===== src/rtl/bus_router.sv =====
// -----------------------------------------------------------------------------
// bus_router
//
// PicoRV32-native bus interconnect. One CPU-side mem_* port fans out to
// N_TARGETS address-decoded target ports. Each target has a base, a decode
// mask and an optional read-only attribute. A per-transaction watchdog bounds
// how long a target may stall. Unmapped accesses, writes to read-only targets
// and timeouts complete towards the CPU with ERR_RDATA and are recorded in a
// small fault log.
//
// Ports
//   clk, resetn        system clock, asynchronous active-low reset
//   cpu_valid          request strobe (picorv32 mem_valid)
//   cpu_instr          instruction-fetch flag, only recorded in the fault log
//   cpu_addr/wdata     request address / write data
//   cpu_wstrb          byte strobes, all-zero means read
//   cpu_ready          one-cycle completion pulse
//   cpu_rdata          read data, valid while cpu_ready is high, else 0
//   tgt_valid          one-hot request to the selected target
//   tgt_addr           offset within the selected region
//   tgt_wdata/wstrb    registered write data / strobes
//   tgt_rdata          per-target read data, target i in bits [32*i +: 32]
//   tgt_ready          per-target completion
//   err_clear          synchronous clear of the fault log
//   err_pulse          one-cycle pulse per fault
//   err_code           last fault: 00 none, 01 unmapped, 10 timeout,
//                      11 write to read-only target
//   err_addr/instr     cpu_addr / cpu_instr of the last fault
//   err_count          saturating fault counter
// -----------------------------------------------------------------------------
module bus_router #(
    parameter int unsigned             N_TARGETS      = 4,
    parameter logic [N_TARGETS*32-1:0] BASES          = {32'hF0000000, 32'h80000000,
                                                         32'h00000000, 32'h00040000},
    parameter logic [N_TARGETS*32-1:0] MASKS          = {32'hFF000000, 32'hFFFF0000,
                                                         32'hFFF80000, 32'hFFFFE000},
    parameter logic [N_TARGETS-1:0]    RO_MASK        = 4'b0001,
    parameter int unsigned             TIMEOUT_CYCLES = 255,
    parameter logic [31:0]             ERR_RDATA      = 32'hDEADBEEF
) (
    input  logic                      clk,
    input  logic                      resetn,

    input  logic                      cpu_valid,
    input  logic                      cpu_instr,
    input  logic [31:0]               cpu_addr,
    input  logic [31:0]               cpu_wdata,
    input  logic [3:0]                cpu_wstrb,
    output logic                      cpu_ready,
    output logic [31:0]               cpu_rdata,

    output logic [N_TARGETS-1:0]      tgt_valid,
    output logic [31:0]               tgt_addr,
    output logic [31:0]               tgt_wdata,
    output logic [3:0]                tgt_wstrb,
    input  logic [N_TARGETS*32-1:0]   tgt_rdata,
    input  logic [N_TARGETS-1:0]      tgt_ready,

    input  logic                      err_clear,
    output logic                      err_pulse,
    output logic [1:0]                err_code,
    output logic [31:0]               err_addr,
    output logic                      err_instr,
    output logic [15:0]               err_count
);

    localparam int unsigned SEL_W = (N_TARGETS > 1) ? $clog2(N_TARGETS) : 1;
    localparam int unsigned WD_W  = (TIMEOUT_CYCLES > 0) ? $clog2(TIMEOUT_CYCLES + 1) : 1;
    localparam logic [WD_W-1:0] WD_LIMIT = WD_W'(TIMEOUT_CYCLES);

    typedef enum logic [1:0] {
        ST_IDLE   = 2'b00,
        ST_ACTIVE = 2'b01,
        ST_FAULT  = 2'b10,
        ST_RESP   = 2'b11
    } state_t;

    typedef enum logic [1:0] {
        ERR_NONE     = 2'b00,
        ERR_UNMAPPED = 2'b01,
        ERR_TIMEOUT  = 2'b10,
        ERR_READONLY = 2'b11
    } err_code_t;

    // FSM state
    state_t          r_state;
    state_t          w_next_state;

    // Latched request
    logic [SEL_W-1:0] r_sel;
    logic [31:0]      r_addr;
    logic             r_instr;
    logic [31:0]      r_tgt_addr;
    logic [31:0]      r_tgt_wdata;
    logic [3:0]       r_tgt_wstrb;

    // Response / watchdog
    logic [31:0]      r_rdata;
    logic [WD_W-1:0]  r_wd;
    err_code_t        r_fault_code;

    // Fault log
    err_code_t        r_err_code;
    logic [31:0]      r_err_addr;
    logic             r_err_instr;
    logic [15:0]      r_err_count;

    // Decode of the live CPU address
    logic             w_hit;
    logic [SEL_W-1:0] w_sel;
    logic [31:0]      w_offset;
    logic             w_ro_violation;

    // Selected-target view while ACTIVE
    logic             w_sel_ready;
    logic [31:0]      w_sel_rdata;
    logic             w_wd_expired;

    // -------------------------------------------------------------------------
    // Address decode. Scanning from the highest index down lets the lowest
    // matching index overwrite the others, so the boot ROM window shadows the
    // SRAM region it sits inside.
    // -------------------------------------------------------------------------
    always_comb begin
        // NOTE: every signal gets a default before the loop so no path leaves
        // it unassigned, which would otherwise infer a latch.
        w_hit    = 1'b0;
        w_sel    = '0;
        w_offset = '0;
        for (int i = int'(N_TARGETS) - 1; i >= 0; i--) begin
            if ((cpu_addr & MASKS[i*32 +: 32]) == BASES[i*32 +: 32]) begin
                w_hit    = 1'b1;
                w_sel    = SEL_W'(i);
                w_offset = cpu_addr & ~MASKS[i*32 +: 32];
            end
        end
    end

    assign w_ro_violation = w_hit && RO_MASK[w_sel] && (cpu_wstrb != 4'b0000);

    // Ready/rdata of the latched target only; other ports' ready is ignored.
    always_comb begin
        w_sel_ready = 1'b0;
        w_sel_rdata = '0;
        for (int i = 0; i < int'(N_TARGETS); i++) begin
            if (r_sel == SEL_W'(i)) begin
                w_sel_ready = tgt_ready[i];
                w_sel_rdata = tgt_rdata[i*32 +: 32];
            end
        end
    end

    assign w_wd_expired = (r_wd == WD_LIMIT);

    // -------------------------------------------------------------------------
    // FSM state register
    // -------------------------------------------------------------------------
    always_ff @(posedge clk or negedge resetn) begin
        // NOTE: sequential state uses non-blocking assignments so every flop
        // samples pre-edge values regardless of process evaluation order.
        if (!resetn) begin
            r_state <= ST_IDLE;
        end else begin
            r_state <= w_next_state;
        end
    end

    // -------------------------------------------------------------------------
    // FSM next-state and outputs
    // -------------------------------------------------------------------------
    always_comb begin
        w_next_state = r_state;
        cpu_ready    = 1'b0;
        cpu_rdata    = '0;
        err_pulse    = 1'b0;
        tgt_valid    = '0;

        unique case (r_state)
            ST_IDLE: begin
                if (cpu_valid) begin
                    if (!w_hit || w_ro_violation) begin
                        w_next_state = ST_FAULT;
                    end else begin
                        w_next_state = ST_ACTIVE;
                    end
                end
            end

            ST_ACTIVE: begin
                for (int i = 0; i < int'(N_TARGETS); i++) begin
                    tgt_valid[i] = (r_sel == SEL_W'(i));
                end
                // Ready takes priority over an expiring watchdog.
                if (w_sel_ready) begin
                    w_next_state = ST_RESP;
                end else if (w_wd_expired) begin
                    w_next_state = ST_FAULT;
                end
            end

            ST_FAULT: begin
                err_pulse    = 1'b1;
                w_next_state = ST_RESP;
            end

            ST_RESP: begin
                cpu_ready    = 1'b1;
                cpu_rdata    = r_rdata;
                w_next_state = ST_IDLE;
            end

            default: w_next_state = ST_IDLE;
        endcase
    end

    // -------------------------------------------------------------------------
    // Request latch, watchdog and response data
    // -------------------------------------------------------------------------
    always_ff @(posedge clk or negedge resetn) begin
        if (!resetn) begin
            r_sel        <= '0;
            r_addr       <= '0;
            r_instr      <= 1'b0;
            r_tgt_addr   <= '0;
            r_tgt_wdata  <= '0;
            r_tgt_wstrb  <= '0;
            r_rdata      <= '0;
            r_wd         <= '0;
            r_fault_code <= ERR_NONE;
        end else begin
            unique case (r_state)
                ST_IDLE: begin
                    if (cpu_valid) begin
                        r_sel       <= w_sel;
                        r_addr      <= cpu_addr;
                        r_instr     <= cpu_instr;
                        r_tgt_addr  <= w_offset;
                        r_tgt_wdata <= cpu_wdata;
                        r_tgt_wstrb <= cpu_wstrb;
                        r_wd        <= '0;
                        if (!w_hit) begin
                            r_fault_code <= ERR_UNMAPPED;
                        end else if (w_ro_violation) begin
                            r_fault_code <= ERR_READONLY;
                        end else begin
                            r_fault_code <= ERR_NONE;
                        end
                    end
                end

                ST_ACTIVE: begin
                    if (w_sel_ready) begin
                        r_rdata <= w_sel_rdata;
                    end else if (w_wd_expired) begin
                        r_fault_code <= ERR_TIMEOUT;
                    end else begin
                        r_wd <= r_wd + 1'b1;
                    end
                end

                ST_FAULT: begin
                    r_rdata <= ERR_RDATA;
                end

                default: ;
            endcase
        end
    end

    // -------------------------------------------------------------------------
    // Fault log. A fault in the same cycle as err_clear wins over the clear
    // for the sticky fields and restarts the counter at 1.
    // -------------------------------------------------------------------------
    always_ff @(posedge clk or negedge resetn) begin
        if (!resetn) begin
            r_err_code  <= ERR_NONE;
            r_err_addr  <= '0;
            r_err_instr <= 1'b0;
            r_err_count <= '0;
        end else if (r_state == ST_FAULT) begin
            r_err_code  <= r_fault_code;
            r_err_addr  <= r_addr;
            r_err_instr <= r_instr;
            if (err_clear) begin
                r_err_count <= 16'd1;
            end else if (r_err_count != 16'hFFFF) begin
                r_err_count <= r_err_count + 16'd1;
            end
        end else if (err_clear) begin
            r_err_code  <= ERR_NONE;
            r_err_addr  <= '0;
            r_err_instr <= 1'b0;
            r_err_count <= '0;
        end
    end

    assign tgt_addr  = r_tgt_addr;
    assign tgt_wdata = r_tgt_wdata;
    assign tgt_wstrb = r_tgt_wstrb;
    assign err_code  = r_err_code;
    assign err_addr  = r_err_addr;
    assign err_instr = r_err_instr;
    assign err_count = r_err_count;

endmodule

===== config.mk =====
export PLATFORM = sky130hd
export DESIGN_NAME = bus_router
export DESIGN_NICKNAME = d
export VERILOG_FILES = /design/src/rtl/bus_router.sv
export SDC_FILE = /design/constraint.sdc
export NUM_CORES = 1
export LEC_CHECK = 0
export ABC_AREA = 1
export CAP_MARGIN = 15
export CORE_UTILIZATION = 25
export DETAILED_ROUTE_END_ITERATION = 12
export HOLD_SLACK_MARGIN = 0.05
export SLEW_MARGIN = 20
export SYNTH_ARGS = -nofsm -noshare
export SYNTH_HDL_FRONTEND = slang
export SYNTH_SLANG_ARGS = --single-unit

===== constraint.sdc =====
create_clock -name clk -period 4.2 [get_ports clk]
set_input_delay 0.84 -clock clk [delete_from_list [all_inputs] [get_ports clk]]
set_output_delay 0.84 -clock clk [all_outputs]
set_load 0.005 [all_outputs]

==> results of run 1 <==
## metrics by stage
stage	power, W	instance area (sq um)	hold WS (ns)	setup WS, ns	utilization, %
final	0.00768	13900	0.468	0.822	37.9
after CTS	0.00779	13900	0.477	0.797	37.9
after global placement	0.00597	13300	0.459	1.35	36.2
after floorplan	0.00447	9390	0.442	2.32	-
after global routing	0.00829	13900	0.488	0.633	37.9
after detailed placement	0.00603	13300	0.460	1.30	36.2
## flip-flops by register name, summed over array words and instances, names as in the netlist
register      cells
tgt_wstrb         4
err_code          2
r_wd              8
r_rdata          32
tgt_addr         24
r_sel             2
r_instr           1
tgt_wdata        32
err_instr         1
r_fault_code      2
r_addr           32
r_state           2
err_count        16
err_addr         32
## layout make-up
cell class	count	area, sq um	area share [%]
clock buffer	18	439	3.16
tap	468	586	4.21
timing repair buffer	368	3670	26.4
clock inverter	13	164	1.18
multi-input combinational	875	3860	27.8
sequential	190	4750	34.2
inverter	108	410	2.95
## how the worst max path moves through the flow
stage                          start            to  slack [ns]  depth (start not counted)
final                     r_state[1]  cpu_rdata[4]        0.82                          5
after global routing      r_state[0]  cpu_rdata[6]        0.63                          5
after CTS                 r_state[1]  cpu_rdata[4]        0.80                          5
after detailed placement  r_state[0]  cpu_rdata[4]        1.30                          5
after global placement    r_state[0]  cpu_rdata[0]        1.35                          5
after floorplan           r_state[1]  tgt_valid[1]        2.32                          4
## power by group through the flow
stage,registers (W),logic (W),clock network (W)
floorplan,0.00281,0.00166,0
global placement,0.00286,0.00312,0
detailed placement,0.00287,0.00316,0
CTS,0.00284,0.00318,0.00177
global route,0.00292,0.00353,0.00184
finish,0.00284,0.00312,0.00171
## critical path: cells and delay by family, from the launching register on
| kind | cells | cell delay [ns] |
|---|---|---|
| flip-flops | 1 | 0.40 |
| AND/OR/NAND/NOR | 1 | 0.06 |
| buffers and inverters | 3 | 0.82 |
| adder cells (fa/ha/maj) | 1 | 0.80 |
## cells in the final DEF, fill, tap and decap left out, types with 5 or more instances in the layout
cell type          n
a211oi_1           6
a21oi_1           34
buf_4             13
clkbuf_16         17
clkdlybuf4s50_1  352
conb_1             8
dfrtp_1          190
ha_1               5
inv_1            100
inv_2              5
nand2_1          491
nand2_2            6
nand3_1          107
nand4_1           12
nor2_1            71
o21ai_0           87
o21ai_1           11
o22ai_1            7
xor2_1             7
## per-layer routing
metal | global-route usage [%] | vias to the layer above | wire length (um)
li1 | - | 4523 | -
met1 | 22.2 | 4249 | 14700
met2 | 28.4 | 341 | 15200
met3 | 5.96 | 23 | 2850
met4 | 4.90 | 0 | 516
met5 | 0 | - | 0
## cells by family (layout without fill, tap and decap cells)
| logic type | after synthesis | count (layout) | share of synthesized area (%) |
|---|---|---|---|
| compound gates | 152 | 152 | 8.61 |
| xor+xnor | 7 | 7 | 0.654 |
| fa+ha+maj | 6 | 6 | 0.801 |
| buf+inv | 176 | 507 | 8.32 |
| flops | 190 | 190 | 50.8 |
| other cells | 1 | 8 | 0.0400 |
| simple gates | 702 | 702 | 30.8 |
==> impl_summary.md, run 1 <==
Outcome
The run finished with clean final reports.

Critical path
The data arrival time of the critical path is 2.54 ns. The worst-case reg-to-reg path depth is 9. The slowest stage of the critical path belongs to the cell ha_1. The reg-to-reg critical path endpoint is err_count[10]. The required arrival time at the worst endpoint is 3.36 ns. The worst setup slack for register-to-register paths is 1.63 ns. The sort of element at the start of the critical path is a flip-flop.

The peak per-stage delay on the critical path is 0.80 ns. The endpoint class of the critical path is an output pin. The reg-to-reg critical path startpoint is r_state[0]. The worst setup path is of the reg -> out kind.

The critical path goes through ha_1, buf_4, nand2_1, inv_1, clkdlybuf4s50_1. Along the worst path, the maximum fanout reaches 22.

Floorplan
The horizontal die dimension is 196 um. The I/O pin total is 362. The die covers 38200 sq um.

The die height is 196 um. The core area is 36700 sq um. The floorplan has 70 rows. The initial core utilization is 25.5%.

Power
The share of total power dissipated in sequential elements is 37.0%. For this design the ratio of total power to cell area is 552 nW/um^2. The analysis attributes to cell leakage a power of 6.57 nW. Combinational logic burns 40.7% of the power. The internal power of the cells totals 0.00488 W. The clock share of power is 22.3%. The fraction of power spent switching nets is 36.4%. The worst-case IR drop observed on VDD is 0.340 mV. The analysis attributes to net switching a power of 0.00280 W.

Cells and area
The growth of design area from synthesis to finish is 48.3%. The share of final-layout standard cells stronger than drive strength 1 is 4.71%. The final layout net count is 1771. Excluding fillers, the count of instances in the completed layout stands at 2040. The layout filler cell count is 3792. The number of antenna diodes in the final layout is 0.

STA
The max-slew violation count is 0. The transition time at the pin with the least slew margin is 0.949 ns. The number of failing setup endpoints in the final timing report is 0. The final critical path time including I/O delays and setup is 3.38 ns.

The worst slew margin relative to its limit is 36.7%. The final number of hold-violating endpoints was 0. The final critical-path share of the clock period is 80.4%. Setup repair after global routing left no endpoint under its margin. The maximum operating frequency is 296 MHz. Clock skew on the completed layout was measured at 0.00978 ns. In the final timing run, aggregate negative setup slack is 0 ns.

Drt
The number of remaining DRC errors is 0. Across all layers, the routed design uses 9136 vias. The first-pass iteration count of the detailed router is 5.

The final routed wire length divided by cell count is 16.3 um. After detailed routing, the number of vias per cell comes to 4.48. After detailed routing, the total wire length is 33200 um. The iteration-0 DRC count of the detailed router is 534. The final antenna-violating net count is 0.

Clock tree
After clock tree synthesis, the flow added hold-fix buffers numbering 0. After clock tree synthesis, the clock-pin slew on the worst setup and hold paths is 0.07 ns. Clock tree synthesis inserted a total of 17 buffers. After clock tree synthesis, the setup repair step added 0 buffers. The clock root buffer is clkbuf_16. The clock sink total is 190.

At the later pin of the worst-skew pair, clock insertion delay measures 0.45 ns. The TritonCTS clock tree is done. The H-tree depth is 4.

The clock passes through at most 2 buffers. The number of gates resized after CTS is 0.

Place
The post-DP HPWL is 23900 um. The total instance count after detailed placement is 2009. The congestion estimate from routability-driven global placement came to 0.877. The count of input and output buffers is 353.

Logic synthesis
Synthesis inferred 190 register bits. The most numerous cell in the Yosys netlist is nand2_1. The commonest cells after synthesis are 492 x nand2_1, 190 x dfrtp_1, 107 x nand3_1. In this run, distinct cell masters in the synthesized netlist total 38. In this run the cell area of the synthesized design comes to 9370 sq um. After synthesis, flip-flops and latches occupy 50.8% of the total area. The number of enable-type register cells in the synthesized netlist is 0. The average instance area after synthesis is 7.59 sq um.

The cell count after synthesis came out at 1234. The number of warnings reported in the yosys synthesis log is 0. The fraction of registers with async set or reset after synthesis is 100%. The top flip-flop cell by instance count after synthesis is dfrtp_1. Of the post-synthesis cell area, the dominant cell type holds 50.8%. The leading area contributor after synthesis is dfrtp_1.

By area the synthesized netlist is led by dfrtp_1 51%, nand2_1 20%, nand3_1 5.7%.

Global routing
The overall fraction of global-route tracks in use is 17.6%. Entering global routing, the biggest net connects 95 pins. The first global-routing pass estimated 51900 um of wire. The total overflow reported by the global router is 0. The number of global-route vias before repair came to 9112. The initial antenna violation count is 0.

Flow run
The max-cap check violation count is 0.

Hold path
The path type of the worst min-delay path is in -> async.
(Power assumes the default switching activity.)
==> run 2: changes to the inputs <==
- clock period: 4.2 -> 3.5 ns (I/O delays scaled with it)
==> impl_summary.md, run 2 (synthesized netlist as in run 1, its figures left out) <==
Cells and area
In the final design database the tool counted 1771 nets. The number of antenna diodes in the final layout is 0. The filler cells instantiated in the layout total 3778. The final cell area excluding filler cells is 13900 sq um. In the final layout, the share of cells above drive strength 1 is 4.70%.

The growth of design area from synthesis to finish is 48.5%. The most common cell after layout, fill and taps aside is nand2_1. In the layout the commonest cells are 491 x nand2_1, 352 x clkdlybuf4s50_1, 190 x dfrtp_1, 107 x nand3_1, 100 x inv_1.

Drt
The final routed wire length divided by cell count is 16.3 um. The final antenna-violating net count is 0. The iteration-0 DRC count of the detailed router is 413. After detailed routing, the number of remaining DRC violations is 0. Wires add up to 33300 um. The total vias in the final route is 9249. The first-pass iteration count of the detailed router is 4. The via density per instance is 4.53.

Floorplan
Once the floorplan was initialized, standard cells occupied 25.5% of the core. The floorplan step defined a core boundary enclosing 36700 sq um. In this run the count of I/O pins placed on the die edge is 362. The total number of placement rows is 70. The floorplan step defined a die boundary enclosing 38200 sq um. Measured along the x axis, the die boundary spans 196 um. The die height is 196 um.

Clock tree
The TritonCTS clock tree is done. The tree is rooted in a clkbuf_16. The H-tree depth is 4. The clock-pin transition on the worst setup and hold timing paths is 0.07 ns. The maximum clock path buffer count is 2. At the later pin of the worst-skew pair, clock insertion delay measures 0.45 ns. The clock sink total is 190. The hold buffer count at CTS is 0.

The total CTS buffers is 17. The number of gates resized after CTS is 0. Buffers added to address setup during post-CTS repair amount to 0.

Critical path
The worst-case reg-to-reg path depth is 7. The reg-to-reg critical path endpoint is r_rdata[25]. At the worst endpoint, the arrival time is 2.34 ns.

The sort of element at the start of the critical path is a flip-flop. The setup check on the worst reg-to-reg path leaves a slack of 1.14 ns. By startpoint and endpoint, the worst setup path is classified as reg -> out.

At the worst endpoint, the required time is 2.80 ns. The reg-to-reg critical path startpoint is r_sel[0]. The endpoint class of the critical path is an output pin.

The top fanout value on the critical path is 13.

Global routing
The first global-routing pass estimated 52400 um of wire. The number of global-route vias before repair came to 9300. The initial antenna violation count was 1. The total overflow reported by the global router is 0. The pin count of the biggest net entering global routing is 96.

Global routing used 17.7% of the available tracks.

STA
The transition time at the pin with the least slew margin is 0.920 ns. Derived from the worst setup path, the maximum achievable clock frequency is 329 MHz. The final critical path time including I/O delays and setup is 3.04 ns. Setup violations remaining at the end of the flow were counted as 0. The worst setup skew after layout is 0.00874 ns. The final critical-path share of the clock period is 86.9%. The worst slew margin relative to its limit is 38.6%. The final number of hold-violating endpoints is 0. Summed over all failing endpoints, the final setup total negative slack is 0 ns. Setup repair after global routing left no endpoint under its margin.

The max-slew violation count is 0.

Place
Routability-driven placement finished with a final weighted congestion of 0.870. The placed cell area is 13300 sq um. The count of input and output buffers is 353.

Once detailed placement completed, the half-perimeter wirelength came to 24000 um.

Power
The total design power is 0.00923 W. The leakage power of the design is 6.58 nW. Power spread over the standard cell area amounts to 663 nW/um^2. The maximum vdd ir drop is 0.338 mV.

Flow run
The max-cap check violation count is 0.

Hold path
The worst hold path belongs to the class in -> async.

Outcome
The run finished with clean final reports.
run 2: changes by cell type in the layout (fill, tap and decap cells not counted), sizes merged:
cell,change
clkinv,-1
clkinvlp,-2
inv,+4
run 2: area by class of cell:
type | instances | area (sq um) | share of cell area [%]
clock inverter | 14 | 181 | 1.30
inverter | 108 | 410 | 2.95
multi-input combinational | 875 | 3860 | 27.8
timing repair buffer | 368 | 3690 | 26.5
sequential | 190 | 4750 | 34.2
clock buffer | 18 | 429 | 3.08
tap | 468 | 586 | 4.21
run 2: routing by layer:
metal / up-vias / GRT usage [%] / wire (um)
met4: 2 / 6.15 / 729
li1: 4521 / - / -
met1: 4354 / 21.7 / 14400
met5: - / 0 / 12
met2: 335 / 28.5 / 15100
met3: 37 / 6.58 / 3040
run 2: power by group:
group / total [W] / internal [W] / switching [W]
Sequential: 0.00339 / 0.00298 / 0.000410
Clock: 0.00206 / 0.00114 / 0.000923
Combinational: 0.00378 / 0.00174 / 0.00204
run 2: through the flow:
step	util, %	cells	hold WS (ns)	setup WS, ns
final	37.9	2041	0.268	0.460
after global routing	37.9	2041	0.292	0.310
after CTS	37.9	2041	0.297	0.386
after detailed placement	36.2	2009	0.458	0.912
after global placement	36.2	2009	0.454	0.934
after floorplan	-	1241	0.404	1.76
run 2: critical path, cell delays in order (launching register included):
cell and delay (ns):
dfrtp_1 0.83, inv_2 0.27, nor3_1 0.26, clkdlybuf4s50_1 0.54
run 2: worst max path at each step:
stage / start / end / cells after the start
2_1_floorplan: r_state[1] / tgt_valid[1] / 4
3_3_place_gp: r_sel[0] / tgt_valid[1] / 3
3_5_place_dp: r_sel[0] / tgt_valid[1] / 3
4_1_cts: r_sel[0] / tgt_valid[1] / 3
5_1_grt: r_sel[0] / tgt_valid[1] / 3
6_report: r_sel[0] / tgt_valid[1] / 3
